===== src/rtl/tt_um_inverter_loop_tester.sv =====
// tt_um_inverter_loop_tester: square-wave stimulus and round-trip latency capture for a double-inverter tile
// Ports: clk, rst_n (async active-low), ena (ignored),
//   ui_in[0] run, ui_in[1] display select, ui_in[7:2] half-period code P (half period 4*(P+1)),
//   uio_in[1] asynchronous return, uo_out latency (or error count),
//   uio_out {3'b0, done, timeout, busy, 1'b0, stim}, uio_oe constant 8'b0001_1101.
// Optional: define INVTEST_ERRCNT_EN for a saturating timeout counter shown when ui_in[1]=1.
module tt_um_inverter_loop_tester #(
  parameter int TIMEOUT = 255
) (
  input  logic       clk,
  input  logic       rst_n,
  input  logic       ena,
  input  logic [7:0] ui_in,
  output logic [7:0] uo_out,
  input  logic [7:0] uio_in,
  output logic [7:0] uio_out,
  output logic [7:0] uio_oe
);
  typedef enum logic [1:0] {IDLE, TOGGLE, WAIT, HOLD} state_t;
  state_t state, state_n;
  logic run_s1, run_s2, run_s3, ret_s1, ret_s2, stim, tout, done;
  logic start, mism, timed, hold_end;
  logic [7:0] cnt, hp, lat;
  logic [8:0] cnt_inc;
  logic unused;
  always_comb begin
    start = run_s2 & ~run_s3;
    mism = ret_s2 != stim;
    cnt_inc = {1'b0, cnt} + 9'd1;
    timed = mism && cnt_inc >= 9'(TIMEOUT);
    // H-1 = 4*(P+1)-1 = {P, 2'b11}
    hold_end = hp >= {ui_in[7:2], 2'b11};
    state_n = state == IDLE   ? (start ? TOGGLE : IDLE) :
              state == TOGGLE ? WAIT :
              state == WAIT   ? ((!mism || timed) ? HOLD : WAIT) :
                                (hold_end ? (run_s2 ? TOGGLE : IDLE) : HOLD);
  end
  always_ff @(posedge clk or negedge rst_n) begin
    if (!rst_n) begin
      state <= IDLE;
      {run_s1, run_s2, run_s3, ret_s1, ret_s2} <= '0;
      {stim, tout, done} <= '0;
      cnt <= 8'd0;
      hp <= 8'd0;
      lat <= 8'd0;
    end else begin
      state <= state_n;
      run_s1 <= ui_in[0];
      run_s2 <= run_s1;
      run_s3 <= run_s2;
      ret_s1 <= uio_in[1];
      ret_s2 <= ret_s1;
      done <= 1'b0;
      if (state_n == TOGGLE) begin
        stim <= ~stim;
        cnt <= 8'd0;
        hp <= 8'd0;
        if (state == IDLE) tout <= 1'b0;
      end else begin
        hp <= hp + {7'd0, hp != 8'hff};
      end
      // the toggle cycle already sees the stale return, so it counts toward latency
      if (state == TOGGLE) cnt <= {7'd0, mism};
      if (state == WAIT) begin
        if (!mism) begin
          lat <= cnt;
          done <= 1'b1;
        end else if (timed) begin
          lat <= 8'hff;
          tout <= 1'b1;
          done <= 1'b1;
        end else begin
          cnt <= cnt_inc[7:0];
        end
      end
    end
  end
`ifdef INVTEST_ERRCNT_EN
  logic [7:0] err;
  always_ff @(posedge clk or negedge rst_n) begin
    if (!rst_n) err <= 8'd0;
    else if (state == WAIT && timed && err != 8'hff) err <= err + 8'd1;
  end
  assign uo_out = ui_in[1] ? err : lat;
  assign unused = ^{ena, uio_in[7:2], uio_in[0]};
`else
  assign uo_out = lat;
  assign unused = ^{ena, uio_in[7:2], uio_in[0], ui_in[1]};
`endif
  assign uio_out = {3'b000, done, tout, state != IDLE, 1'b0, stim};
  assign uio_oe = 8'b0001_1101;
endmodule

===== config.mk =====
export PLATFORM = sky130hd
export DESIGN_NAME = tt_um_inverter_loop_tester
export DESIGN_NICKNAME = d
export VERILOG_FILES = /design/src/rtl/tt_um_inverter_loop_tester.sv
export SDC_FILE = /design/constraint.sdc
export NUM_CORES = 1
export LEC_CHECK = 0
export BUFFER_PORTS_ARGS = -buffer_cell sky130_fd_sc_hd__buf_2
export CORE_MARGIN = 5
export CORE_UTILIZATION = 45
export DETAILED_ROUTE_END_ITERATION = 8
export GPL_ROUTABILITY_DRIVEN = 1
export GPL_TIMING_DRIVEN = 0
export PLACE_DENSITY = 0.78
export SLEW_MARGIN = 20
export SYNTH_ARGS = -nofsm -noshare
export SYNTH_HDL_FRONTEND = slang
export SYNTH_SLANG_ARGS = --single-unit
export TNS_END_PERCENT = 30

===== constraint.sdc =====
create_clock -name clk -period 2.8 [get_ports clk]
set_input_delay 0.28 -clock clk [delete_from_list [all_inputs] [get_ports clk]]
set_output_delay 0.28 -clock clk [all_outputs]
set_load 0.005 [all_outputs]

* Word level (Yosys, flattened, before mapping)
Cells that the tools add are included.
** Cells by class
- Add/subtract/negate cells :: 2
- $mul :: 0
- Div/mod/pow operators :: 0
- Order comparisons :: 2
- Equality and inequality tests :: 6
- Shift-type cells :: 0
- Mux-type cells :: 23
- Bitwise operators :: 3
- Reductions and logical operators :: 6
** Operators with widths (number)
- $mux 8 :: 8
- $mux 1 :: 11
- $add 8x1->9 const B :: 1
- $ge 9x8->1 const B :: 1
- $add 8x1->8 :: 1
- $ge 8x8->1 :: 1
- $mux 2 :: 4
- $ne 8x8->1 const B :: 1
- $eq 2x1->1 const B :: 2
- $eq 2x2->1 const B :: 1
- $logic_not 2->1 :: 1
- $ne 2x1->1 const B :: 1
- $not 1->1 :: 2
- $reduce_and 2->1 :: 1
- $reduce_bool 2->1 :: 1
- $and 1x1->1 :: 1
- $logic_and 1x1->1 :: 1
- $logic_not 1->1 :: 1
- $logic_or 1x1->1 :: 1
- $ne 1x1->1 :: 1
** Storage, ports and cells
- Register bits :: 34
- Latch bits :: 0
- RAM bits :: 0
- ROM bits :: 0
- Bits of input ports :: 19
- Output and inout port bits :: 24
- Memories :: 0

* Depth between registers and ports, before layout
- Word-level depth :: 14
- Depth in mapped cells :: 9
- Mapped depth without buffers :: 8

* Worst setup path after synthesis
No wires, ideal clock.
- Path kind :: register to register
- Start :: reg cnt[0]
- End :: reg cnt[5]
- Library setup time :: 126 ps
- Arrival :: 1877 ps
- Required time :: 2674 ps
- Slack :: 797 ps
- Stages on the path, launching flop included :: 10
- Path buffers :: 1
- Period minus slack after synthesis :: 2003 ps
- Path through :: dfrtp_1 -> buf_2 -> inv_1 -> ha_1 -> nor2_1 -> o2111ai_1 -> o21ai_2 -> a21oi_2 -> a21oi_4 -> a221o_1
** Between the ends
- Cells in the longest elaborated chain, start to end :: 14
** RTL lines
- start: declaration :: line 23 : logic [7:0] cnt, hp, lat;
- start signal: assignment :: line 63 : if (state == TOGGLE) cnt <= {7'd0, mism};
- start signal: assignment :: line 73 : cnt <= cnt_inc[7:0];
- $add 8x1->9 (*) :: line 29 : cnt_inc = {1'b0, cnt} + 9'd1;
- $ge 9x8->1 :: line 30 : timed = mism && cnt_inc >= 9'(TIMEOUT);
- $logic_and 1x1->1 :: line 30
- $logic_or 1x1->1 :: line 35 : state == WAIT ? ((!mism || timed) ? HOLD : WAIT) :
- $mux 1 :: line 35
- $mux 2 :: line 35
- $mux 2 :: line 34 : state == TOGGLE ? WAIT :
- $mux 2 :: line 33 : state_n = state == IDLE ? (start ? TOGGLE : IDLE) :
- $eq 2x1->1 :: line 54 : if (state_n == TOGGLE) begin
- $mux 8 :: line 54
- $mux 8 :: line 63
- $mux 8 :: line 68 : end else if (timed) begin
- $mux 8 :: line 65 : if (!mism) begin
- $mux 8 (*) :: line 64 : if (state == WAIT) begin
Every way passes the cells marked *; elsewhere a longest branch is shown, timed or not.
A chain may end at the register's enable or synchronous reset.

* Worst setup path after layout
- Start :: reg cnt[1]
- End :: reg cnt[2]
Same word-level chain as after synthesis.

==> metrics.md <==
| Metric | Value |
|---|---|
| HP Class | input port to async pin |
| Static leakage | 1.08 nW |
| Share of the synthesized area in the top cell type | between 40% and 50% |
| Clk buf depth | 2 |
| Num CTS Buffers | 5 |
| # DRC | 0 |
| Drt initial violations | slightly below 60 |
| Number of global-route vias before repair | ~1500 |
| Critical-path top delay cell | dfrtp_1 |
| Commonest cells after routing, fill and taps aside | 34 x dfrtp_1, 22 x buf_2, 16 x buf_4, 13 x nor2_1 |
| Pre-CTS setup slack | 570 ps |
| Combinational power share | between 30% and 40% |
| Commonest non-fill, non-tap cell in the layout | dfrtp_1 |
| Post-Route Setup TNS | 0 ps |
| CP max FO | 8 |
| Finish-stage setup viols | 0 |
| Final Hold Fails | 0 |
| I/O Buffers | 21 |
| Unrepaired setup endpoints after global routing | false |
| Switching pwr | approximately 0.7 mW |
| Max_cap viols | 0 |
| Clock power frac | just under 20% |
| Peak supply drop | ~0.56 mV |
| CTS tree | done |
| P_int | approximately 1.2 mW |
| Die H | approximately 76 µm |
| Starting density of the core | between 40% and 50% |
| Post-CTS Setup Repair Bufs | 0 |
| Syn Std Cell Area | about 1900 µm² |
| Root buffer cell | clkbuf_8 |
| Total core area | around 4100 µm² |
| Synth top area cells | dfrtp_1 44%, ha_1 6.5%, buf_4 6.2% |
| Slowest stage delay, CP | around 500 ps |
| Largest net degree at the start of global routing | 35 |
| Wire per inst | roughly 14 µm |
| Yosys reg bits | 34 |
| Final ANT Viol Nets | 0 |
| Slew Viols, Final | 0 |
| Fmax | approximately 440 MHz |
| Status | finished, final reports clean |
| Worst-Skew Late Latency | between 200 and 300 ps |
| Rows | 23 |
| Drt via density | between 5 and 6 |
| Sequential-to-total area share from yosys stat | between 40% and 50% |
| Worst path required time | 3020 ps |
| Post-synthesis cell count | ~190 |
| Relative slew slack | about half |
| First-pass GRT wire length | approximately 6600 µm |
| Post-Route Utilization | approximately 55% |
| Layout cells sized above 1 | between 20% and 30% |
| DP HPWL | 2660 µm |
| Crit share post-route | between 80% and 90% |
| Sequential Power Share | about two fifths |
| Total congestion overflow | 0 |
| Tot GR Track Use | roughly 15% |
| Vias | 1480 |
| Skew final | ~4.8 ps |
| CTS Hold Buffers Added | 0 |
| PnR worst setup slack | between 500 and 600 ps |
| RD Place Congestion | 0.899 |
| Num Clock Sinks | 34 |
| R2R cell count | 6 |
| Area growth, synth to finish | 15.3% |
| Arrival time worst endpoint | 2510 ps |
| Actual slew at the worst max-slew pin | ~730 ps |
| Post_cts resized | 0 |
| Die width | ~76 µm |
| Min cycle time layout | roughly 2300 ps |
| Initial antenna violation count | 0 |
| Switch share | 36.8% |
| Crit path cell chain | ha_1 -> nand3_1 -> nor3_2 -> a21oi_2 -> a21oi_4 -> a221o_1 |
| Diodes inserted | 0 |
| Synth area leader | dfrtp_1 |
| Die area | 5720 µm² |
| Worst setup EP type | register |
| Power Dens Cells | 852 nW/µm² |
| Final nets | 258 |
| Total Power | about 1.9 mW |
| Warnings from Yosys | 0 |
| Post-Route WL | between 3000 and 4000 µm |
| Hold Worst Slack | ~54 ps |
| First-pass detailed-route iteration total | 4 |
| CP startpoint kind | register |
| Critical path type | register to register |
| Num ports | 43 |
| Clock Pin Slew Worst Setup and Hold Paths | ~70 ps |
| H-tree lvl count | 2 |
| Syn_area_per_cell | around 10 µm² |
| Netlist cell types | 48 |
worst paths after layout:
kind,start,to,slack [ps]
worst max register to register,cnt[1]$_DFF_PN0_,cnt[2]$_DFF_PN0_,510
max in group asynchronous,rst_n,hp[4]$_DFF_PN0_,2280
worst min-delay path,rst_n,hp[3]$_DFF_PN0_,50
worst min register to register,run_s1$_DFF_PN0_,run_s2$_DFF_PN0_,360
worst max-delay path,cnt[1]$_DFF_PN0_,cnt[2]$_DFF_PN0_,510
min in group clk,ui_in[0],run_s1$_DFF_PN0_,100
flip-flops by register name, indices dropped and copies added, names as in the netlist, 2 cells and up:
| name | count |
|---|---|
| cnt | 8 |
| hp | 8 |
| uo_out | 8 |
| state | 2 |
power groups by stage:
stage	logic, mW	clock network, mW	registers [mW]
after floorplan	0.532	0	0.783
after global placement	0.712	0	0.800
after detailed placement	0.735	0	0.805
after CTS	0.743	0.378	0.798
after global routing	0.831	0.398	0.823
final	0.735	0.369	0.799
cell type report:
cell class	instances	area [µm²]
Clock buffer	7	86.3
Timing Repair Buffer	21	105
Fill cell	386	1850
Tap cell	50	62.6
Buffer	21	156
Clock inverter	1	5.00
Inverter	10	37.5
Sequential cell	34	851
Multi-Input combinational cell	136	930
cells in the mapped netlist (all sizes together):
cell     count
dfrtp       34
buf         19
nor2        13
nand2       12
ha          10
inv         10
nand3       10
o22a         8
a21oi        7
xor2         7
nand4        6
o21ai        6
a221o        4
nor2b        4
nor4         4
and3         3
nand2b       3
nor3         3
a2111oi      2
a21o         2
and2         2
clkbuf       2
conb         2
mux2i        2
xnor2        2
a211o        1
a21boi       1
a22o         1
a31o         1
nand4b       1
nor3b        1
nor4b        1
o2111ai      1
o21a         1
o22ai        1
o31ai        1
or2          1
or3          1
or4          1
stage by stage:
stage          cell area, µm²  cells
5_1_grt                  2230    280
3_5_place_dp             2140    272
4_1_cts                  2230    280
3_3_place_gp             2140    272
2_1_floorplan            1970    201
6_report                 2230    280
logic make-up (layout without fill, tap and decap cells):
kind of cell	count (synthesis)	in the layout	synth area share (%)
AO/OA/AOI/OAI	37	37	15.6
XOR/XNOR	9	9	4.07
adder cells (fa/ha/maj)	10	10	6.46
buffers and inverters	31	60	10.0
flip-flops	34	34	43.9
multiplexers	2	2	1.03
other	2	12	0.388
AND/OR/NAND/NOR	66	66	18.5
per-layer routing:
layer	track usage (%)	up-vias	share of wire [%]
met5	0	-	0
met4	8.16	0	1.9
met3	2.51	7	4.9
met2	24.8	46	47
met1	19.3	698	46
li1	-	729	-
critical path: cells and delay by family (launching register included):
| family | cells | cell delay, ps |
|---|---|---|
| adders and majority gates | 1 | 350 |
| and+or+nand+nor | 2 | 690 |
| DFF | 1 | 500 |
| AOI/OAI and AO/OA | 3 | 690 |
Note: power is estimated with default switching activity, not from simulation.
